==> src/rtl/lsb_diff_unit.sv <==
// lsb_diff_unit: execution unit for the `diff` instruction.
// Reports the bit index of the lowest position where A and B differ,
// or 32 (with equal = 1) when the operands are identical. The XOR and
// priority encoder are combinational; out, equal and out_valid are
// driven directly from one register stage.
module lsb_diff_unit (
  input  logic        clk,
  input  logic        rst_n,
  input  logic [31:0] A,
  input  logic [31:0] B,
  input  logic        in_valid,
  output logic [31:0] out,
  output logic        equal,
  output logic        out_valid
);

  // Priority encoder: index of the lowest set bit, 6'd32 when none is set.
  // The scan runs from the top down so the lowest set bit is written last
  // and wins.
  function automatic logic [5:0] lowest_set_idx(input logic [31:0] vec);
    logic [5:0] idx;
    idx = 6'd32;
    for (int i = 31; i >= 0; i--) begin
      if (vec[i]) begin
        idx = 6'(i);
      end else begin
        idx = idx;
      end
    end
    return idx;
  endfunction

  logic [31:0] diff_s;
  logic [5:0]  idx_s;
  logic        same_s;
  logic [31:0] result_s;

  logic [31:0] out_r;
  logic        equal_r;
  logic        out_valid_r;

  // Difference vector, lowest differing bit index and the equal flag.
  always_comb begin
    diff_s   = 32'h0000_0000;
    idx_s    = 6'd0;
    same_s   = 1'b0;
    result_s = 32'h0000_0000;
    diff_s   = A ^ B;
    idx_s    = lowest_set_idx(diff_s);
    if (diff_s == 32'h0000_0000) begin
      same_s   = 1'b1;
      result_s = 32'h0000_0020;
    end else begin
      same_s   = 1'b0;
      result_s = {26'd0, idx_s};
    end
  end

  // Result register: capture on in_valid, hold otherwise; valid pulses for one cycle.
  always_ff @(posedge clk or negedge rst_n) begin
    if (!rst_n) begin
      out_r       <= 32'h0000_0000;
      equal_r     <= 1'b0;
      out_valid_r <= 1'b0;
    end else begin
      out_valid_r <= in_valid;
      if (in_valid) begin
        out_r   <= result_s;
        equal_r <= same_s;
      end else begin
        out_r   <= out_r;
        equal_r <= equal_r;
      end
    end
  end

  assign out       = out_r;
  assign equal     = equal_r;
  assign out_valid = out_valid_r;

endmodule

==> config.mk <==
export PLATFORM = sky130hd
export DESIGN_NAME = lsb_diff_unit
export DESIGN_NICKNAME = d
export VERILOG_FILES = /design/src/rtl/lsb_diff_unit.sv
export SDC_FILE = /design/constraint.sdc
export NUM_CORES = 1
export LEC_CHECK = 0
export CAP_MARGIN = 30
export CORE_MARGIN = 3
export CORE_UTILIZATION = 36
export DETAILED_ROUTE_END_ITERATION = 12
export HOLD_SLACK_MARGIN = 0.12
export PLACE_DENSITY = 0.85
export SYNTH_ARGS = -nofsm -noshare
export SYNTH_HDL_FRONTEND = slang
export SYNTH_SLANG_ARGS = --single-unit
==> constraint.sdc <==
create_clock -name clk -period 1.85 [get_ports clk]
set_input_delay 0.37 -clock clk [delete_from_list [all_inputs] [get_ports clk]]
set_output_delay 0.37 -clock clk [all_outputs]
set_load 0.02 [all_outputs]
==> impl_results.md, run 1 <==
- Global router's overall resource usage: 0.1736
- Initial antenna violation count: 0
- Simple-gate share of the synthesized area: 0.2455
- Worst path required time: 1.99 ns
- Fraction of layout cells with a size suffix above 1: 0.1977
- Post-synth top area share: 0.1616
- Top cells by area, synth: dfrtp_1 16%, buf_4 16%, xor2_1 15%, xnor2_1 11%, nor2_1 3.3%
- Clock sinks: 8
- P per Cell Area: 391.5 nW/µm²
- Post-route ant nets: 0
- Compound-Gate Fraction of Synth Area: 0.1657
- Failing checks: setup timing
- Clock tree root buffer cell: clkbuf_4
- Initial Utilization: 0.3898
- Hpwl dp: 3.200 mm
- Max frequency: 0.5342 GHz
- EDFF count, synth: 0
- Worst-path maximum fanout: 3
- Sw Ratio: 0.3588
- Cts hold-fix bufs: 0
- Layout Nets: 332
- Die Span Y: 64.66 µm
- Internal power: 0.5748 mW
- Final WL: 3.621 mm
- Post-synthesis sequential area ratio: 0.1616
- Crit path kind: in2reg
- DRC: 0
- Adder-cell share of the synthesized area: 0
- Per-cell routed wire length: 11.79 µm
- Logic pwr share: 0.640
- Clk_lat worst skew: 0.25 ns
- RSZ-0062 raised after global routing: true
- Diode count: 0
- CTS tree: done
- Yosys warning count: 0
- Placed Instances: 303
- Sw power: 0.3217 mW
- Type of the worst min-delay path: in2async
- Number of global-route vias before repair: 1457
- Mapped Cells: 152
- Fin. Hold Viols: 0
- Syn_area_per_cell: 8.149 µm²
- Max VDD drop: 0.1536 mV
- Final Max Slew Viols: 0
- Setup-failing EPs final: 1
- Synthesized flop and latch total: 8
- Num rows: 20
- Final Skew: 0 ns
- Tmin final: 1.872 ns
- Sequential Power Share: 0.215
- Period utilization: 1.012
- Data arrival time of the critical path: 2.01 ns
- Final core utilization: 0.7205
- Max Cap Viol: 0
- Worst setup margin: -0.02181 ns
- Reg clk slew, reported paths: 0.05 ns
- Initial DRT Pass Iterations: 4
- Vias: 1423
- Outcome: finished, violations left
- Area of the die: 4181 µm²
- Clock network fraction of total power: 0.145
- Number of H-tree levels: 1
- Via density: 4.635
- Worst Setup SP: B[31]
- Area delta synth->final: 84.85%
- Post-synth top area cell: dfrtp_1
- Mux cell area share after synthesis: 0
- IO Port Bufs: 74
- Syn Std Cell Area: 1239 µm²
- Leak: 0.9474 nW
- Post-synth ARST share: 1.000
- Pin count of the biggest net entering global routing: 14
- Distinct cell type count after synthesis: 37
- Worst setup EP type: register
- Clk buf depth: 2
- XOR/XNOR share of the synthesized area: 0.2545
- Die X: 64.66 µm
- R2r setup slk: 0.57 ns
- Critical R2R Launch: out[0]$_DFFE_PN0P_
- Prevailing post-synth register cell: dfrtp_1
- CTS buffer count: 3
- Global-route wire length before repair: 5.920 mm
- IO Pins: 101
- Core Footprint: 3178 µm²
- Non-filler instance count after layout: 307
- Routability Congestion: 0.8225
- Main combinational cell family by area after synthesis: XOR/XNOR gates
- DRT iter0 DRCs: 27
- Gr ovfl total: 0
- Startpoint Class: input port
==> cells in the mapped netlist, types with 2 or more instances <==
cell	n
xnor2_1	15
dfrtp_1	8
o21ai_0	5
and4_1	3
and2_1	2
a21oi_1	2
nand3_1	2
nand2b_1	5
nor2_1	11
o22ai_1	2
inv_1	3
nand4_1	6
o211ai_1	3
o21a_1	3
o31ai_1	2
nor4_1	3
xor2_1	21
a211oi_1	5
nor3b_1	2
nor3_1	2
nor2b_1	2
nand2_1	5
buf_4	26
==> area by class of cell <==
type	count	area, µm²
flip-flops and latches	8	200.2
multi-input cells	139	985.9
clock buffers	3	22.52
inverters	3	11.26
fillers	272	888.4
repair buffers	110	1015
well taps	44	55.05
==> metrics by stage <==
stage / area, µm² / hold WS [ns] / setup TNS, ns / setup slack [ns] / total power, mW
2_1_floorplan: 1333 / 0.07441 / 0 / 0.2480 / 0.4775
3_3_place_gp: 2192 / 0.4620 / -1.216 / -0.2658 / 0.7369
3_5_place_dp: 2192 / 0.4681 / -1.496 / -0.2912 / 0.7495
4_1_cts: 2228 / 0.4013 / 0 / 0.007141 / 0.8847
5_1_grt: 2290 / 0.4113 / -0.3393 / -0.09948 / 0.9659
6_report: 2290 / 0.4017 / -0.02181 / -0.02181 / 0.8964
==> cell usage in the layout, fill, tap and decap left out, types with 3 or more instances in the layout <==
cell type | netlist | layout
buf_4 | 26 | 36
nand4_1 | 6 | 6
o21a_1 | 3 | 3
conb_1 | 1 | 26
and4_1 | 3 | 3
clkdlybuf4s50_1 | 0 | 71
o21ai_0 | 5 | 4
nand2b_1 | 5 | 5
xor2_1 | 21 | 16
clkbuf_4 | 0 | 3
o211ai_1 | 3 | 3
a211oi_1 | 5 | 5
inv_1 | 3 | 3
nor2_1 | 11 | 11
xor2_2 | 0 | 5
dfrtp_1 | 8 | 8
nand2_1 | 5 | 5
xnor2_1 | 15 | 14
==> worst paths after layout <==
kind / cells past startpoint / endpoint
hold reg to reg: 1 / equal$_DFFE_PN0P_
hold / removal: 1 / equal$_DFFE_PN0P_
setup / recovery: 6 / out[3]$_DFFE_PN0P_
min in group clk: 1 / equal$_DFFE_PN0P_
setup reg to reg: 5 / out[0]$_DFFE_PN0P_
max in group asynchronous: 1 / out[3]$_DFFE_PN0P_
==> sequential cells by signal (all words and copies together) (netlist names) <==
signal     cells
equal          1
out            6
out_valid      1
==> cell families after synthesis <==
group | Yosys count
AO/OA/AOI/OAI | 29
flip-flops | 8
AND/OR/NAND/NOR | 48
XOR/XNOR | 36
other | 1
buffers and inverters | 30
==> metal layers <==
metal  vias to the layer above  share of wire  global-route usage  routed length [µm]
met5                         -              0                   0                   0
met4                         0          0.016             0.05277                  57
met3                         8          0.079             0.03466                 286
met2                        70           0.53              0.3247                1933
met1                       639           0.37              0.1960                1345
li1                        706              -                   -                   -
==> power groups by stage <==
stage	Combinational, mW	Sequential, mW	Clock, mW
finish	0.573	0.193	0.130
global route	0.624	0.194	0.148
CTS	0.557	0.193	0.135
detailed placement	0.553	0.196	0
global placement	0.541	0.196	0
floorplan	0.267	0.210	0
==> worst max-delay path: stages <==
cell and delay (ns):
clkdlybuf4s50_1 0.44, xor2_2 0.22, nor4b_4 0.31, nand2_1 0.08, a311o_1 0.36, a31o_1 0.22
==> repair_timing <==
action / CTS / global route
setup buffers: 0 / 1
endpoints found under the setup margin: 2 / 7
pin swaps: 1 / 7
gates resized for setup: 3 / 10
Power figures use the tool's default switching activity.
==> run 2: changes to the inputs <==
CORE_MARGIN = 2   (was 3)
==> impl_results.md, run 2 (synthesized netlist as in run 1, its figures left out) <==
- DRT iter0 DRCs: 49 (+81%)
- CTS tree: done
- Hold WS: 0.3876 ns (-0.01405 ns)
- Fraction of layout cells with a size suffix above 1: 0.2642 (+0.06643)
- Worst path required time: 2.00 ns (about the same)
- IO Port Bufs: 74 (unchanged)
- Leading cell type in the layout, fill and taps excluded: clkdlybuf4s50_1
- Setup-failing EPs final: 0 (-1)
- Die X: 62.66 µm (-3.1%)
- Core Footprint: 3311 µm² (+4.2%)
- Clk buf depth: 2 (unchanged)
- Die Span Y: 62.66 µm (-3.1%)
- Final Skew: 0 ns (unchanged)
- Max FFs per register: 6 (unchanged)
- Max VDD drop: 0.1901 mV (+24%)
- Number of global-route vias before repair: 1405 (-3.6%)
- Area delta synth->final: 100.1%
- Clock tree root buffer cell: clkbuf_4
- DRC: 0 (unchanged)
- Hpwl dp: 3.058 mm (-4.4%)
- Per-cell routed wire length: 12.00 µm (+1.8%)
- Pin count of the biggest net entering global routing: 14 (unchanged)
- Outcome: complete, no violations
- Initial DRT Pass Iterations: 4 (unchanged)
- Most frequent cells in the layout: 51 x clkdlybuf4s50_1, 38 x buf_4, 26 x conb_1
- Num rows: 21 (+5.0%)
- Max frequency: 0.5568 GHz (+4.2%)
- P per Cell Area: 374.2 nW/µm² (-4.4%)
- Diode count: 0 (unchanged)
- Data arrival time of the critical path: 1.95 ns (-0.06 ns)
- IO Pins: 101 (unchanged)
- Initial Utilization: 0.3741 (-0.01561)
- Startpoint Class: input port
- Area of the die: 3926 µm² (-6.1%)
- Worst-path maximum fanout: 3 (unchanged)
- Crit path kind: in2reg
- Final WL: 3.733 mm (+3.1%)
- Placed Area: 2210 µm² (+0.80%)
- Clk_lat worst skew: 0.25 ns (about the same)
- Post-route ant nets: 0 (unchanged)
- R2r setup slk: 0.54 ns (-0.03 ns)
- Global router's overall resource usage: 0.1795 (+0.005839)
- Period utilization: 0.9708 (-0.04096)
- CTS buffer count: 3 (unchanged)
- Initial antenna violation count: 0 (unchanged)
- Vias: 1421 (-0.14%)
- Global-route wire length before repair: 5.761 mm (-2.7%)
- Number of H-tree levels: 1 (unchanged)
- Leak: 1.189 nW (+25%)
- Routability Congestion: 0.8406 (+2.2%)
- Fin. Hold Viols: 0 (unchanged)
- Gr ovfl total: 0 (unchanged)
- Final Max Slew Viols: 0 (unchanged)
- Design area: 2479 µm² (+8.3%)
- Cts hold-fix bufs: 0 (unchanged)
- Layout Nets: 334 (+0.60%)
- Reg clk slew, reported paths: 0.05 ns (about the same)
- Max Cap Viol: 0 (unchanged)
- Worst setup EP type: register
- Tmin final: 1.796 ns (-0.07578 ns)
- Type of the worst min-delay path: in2async
- Clock sinks: 8 (unchanged)
- Via density: 4.569 (-1.4%)
run 2: power by group:
| part | total (mW) | leakage, nW | internal (mW) | switching, mW |
|---|---|---|---|---|
| Sequential | 0.193 | 0.104 | 0.187 | 0.00629 |
| Clock | 0.129 | 0.0138 | 0.0739 | 0.0547 |
| Combinational | 0.605 | 1.07 | 0.326 | 0.280 |
| Total | 0.927 | 1.19 | 0.587 | 0.341 |
run 2: layout make-up:
cell class / count / area (µm²)
multi-input cells: 139 / 1104
clock buffers: 3 / 22.52
flip-flops and latches: 8 / 200.2
fillers: 244 / 832.0
repair buffers: 112 / 1084
well taps: 46 / 57.56
inverters: 3 / 11.26
run 2: final timing paths:
| check | startpoint | end | cells after the start |
|---|---|---|---|
| worst max-delay path | B[4] | out[0]$_DFFE_PN0P_ | 6 |
| worst min-delay path | rst_n | out[1]$_DFFE_PN0P_ | 1 |
| worst max register to register | out[0]$_DFFE_PN0P_ | out[0]$_DFFE_PN0P_ | 5 |
| worst min register to register | equal$_DFFE_PN0P_ | equal$_DFFE_PN0P_ | 1 |
| max in group asynchronous | rst_n | out[5]$_DFFE_PN0P_ | 1 |
| min in group clk | equal$_DFFE_PN0P_ | equal$_DFFE_PN0P_ | 1 |
run 2: worst max-delay path, stage by stage:
cell	delay [ns]
clkdlybuf4s50_1	0.45
xor2_2	0.21
or2_2	0.29
o211ai_1	0.25
nor3_1	0.11
a221oi_2	0.26
run 2: repair_timing:
| item | CTS | global route |
|---|---|---|
| gates cloned | 0 | 0 |
| gates resized for setup | 2 | 47 |
| buffers inserted | 0 | 1 |
| endpoints found under the setup margin | 1 | 6 |
| pin swaps | 1 | 25 |
run 2: per-layer routing:
metal / wire, µm / track usage
met1: 1337 / 0.1846
met2: 2102 / 0.3535
met3: 248 / 0.04685
met4: 44 / 0.04722
met5: 0 / 0
run 2: through the flow:
| step | worst slack, ns | utilization | TNS (ns) | power [mW] | cells |
|---|---|---|---|---|---|
| after global placement | -0.2649 | 0.6674 | -1.227 | 0.7381 | 307 |
| after floorplan | 0.2480 | - | 0 | 0.4775 | 177 |
| final | 0.05397 | 0.7487 | 0 | 0.9274 | 311 |
| after detailed placement | -0.3458 | 0.6674 | -1.568 | 0.7538 | 307 |
| after global routing | -0.001924 | 0.7487 | -0.001924 | 0.9950 | 311 |
| after CTS | 0.01297 | 0.6788 | 0 | 0.8892 | 310 |
==> run 3: changes to the inputs <==
SLEW_MARGIN = 10   (was unset)
==> results of run 3 <==
Final layout, timing and power as in run 2 (identical DEF).
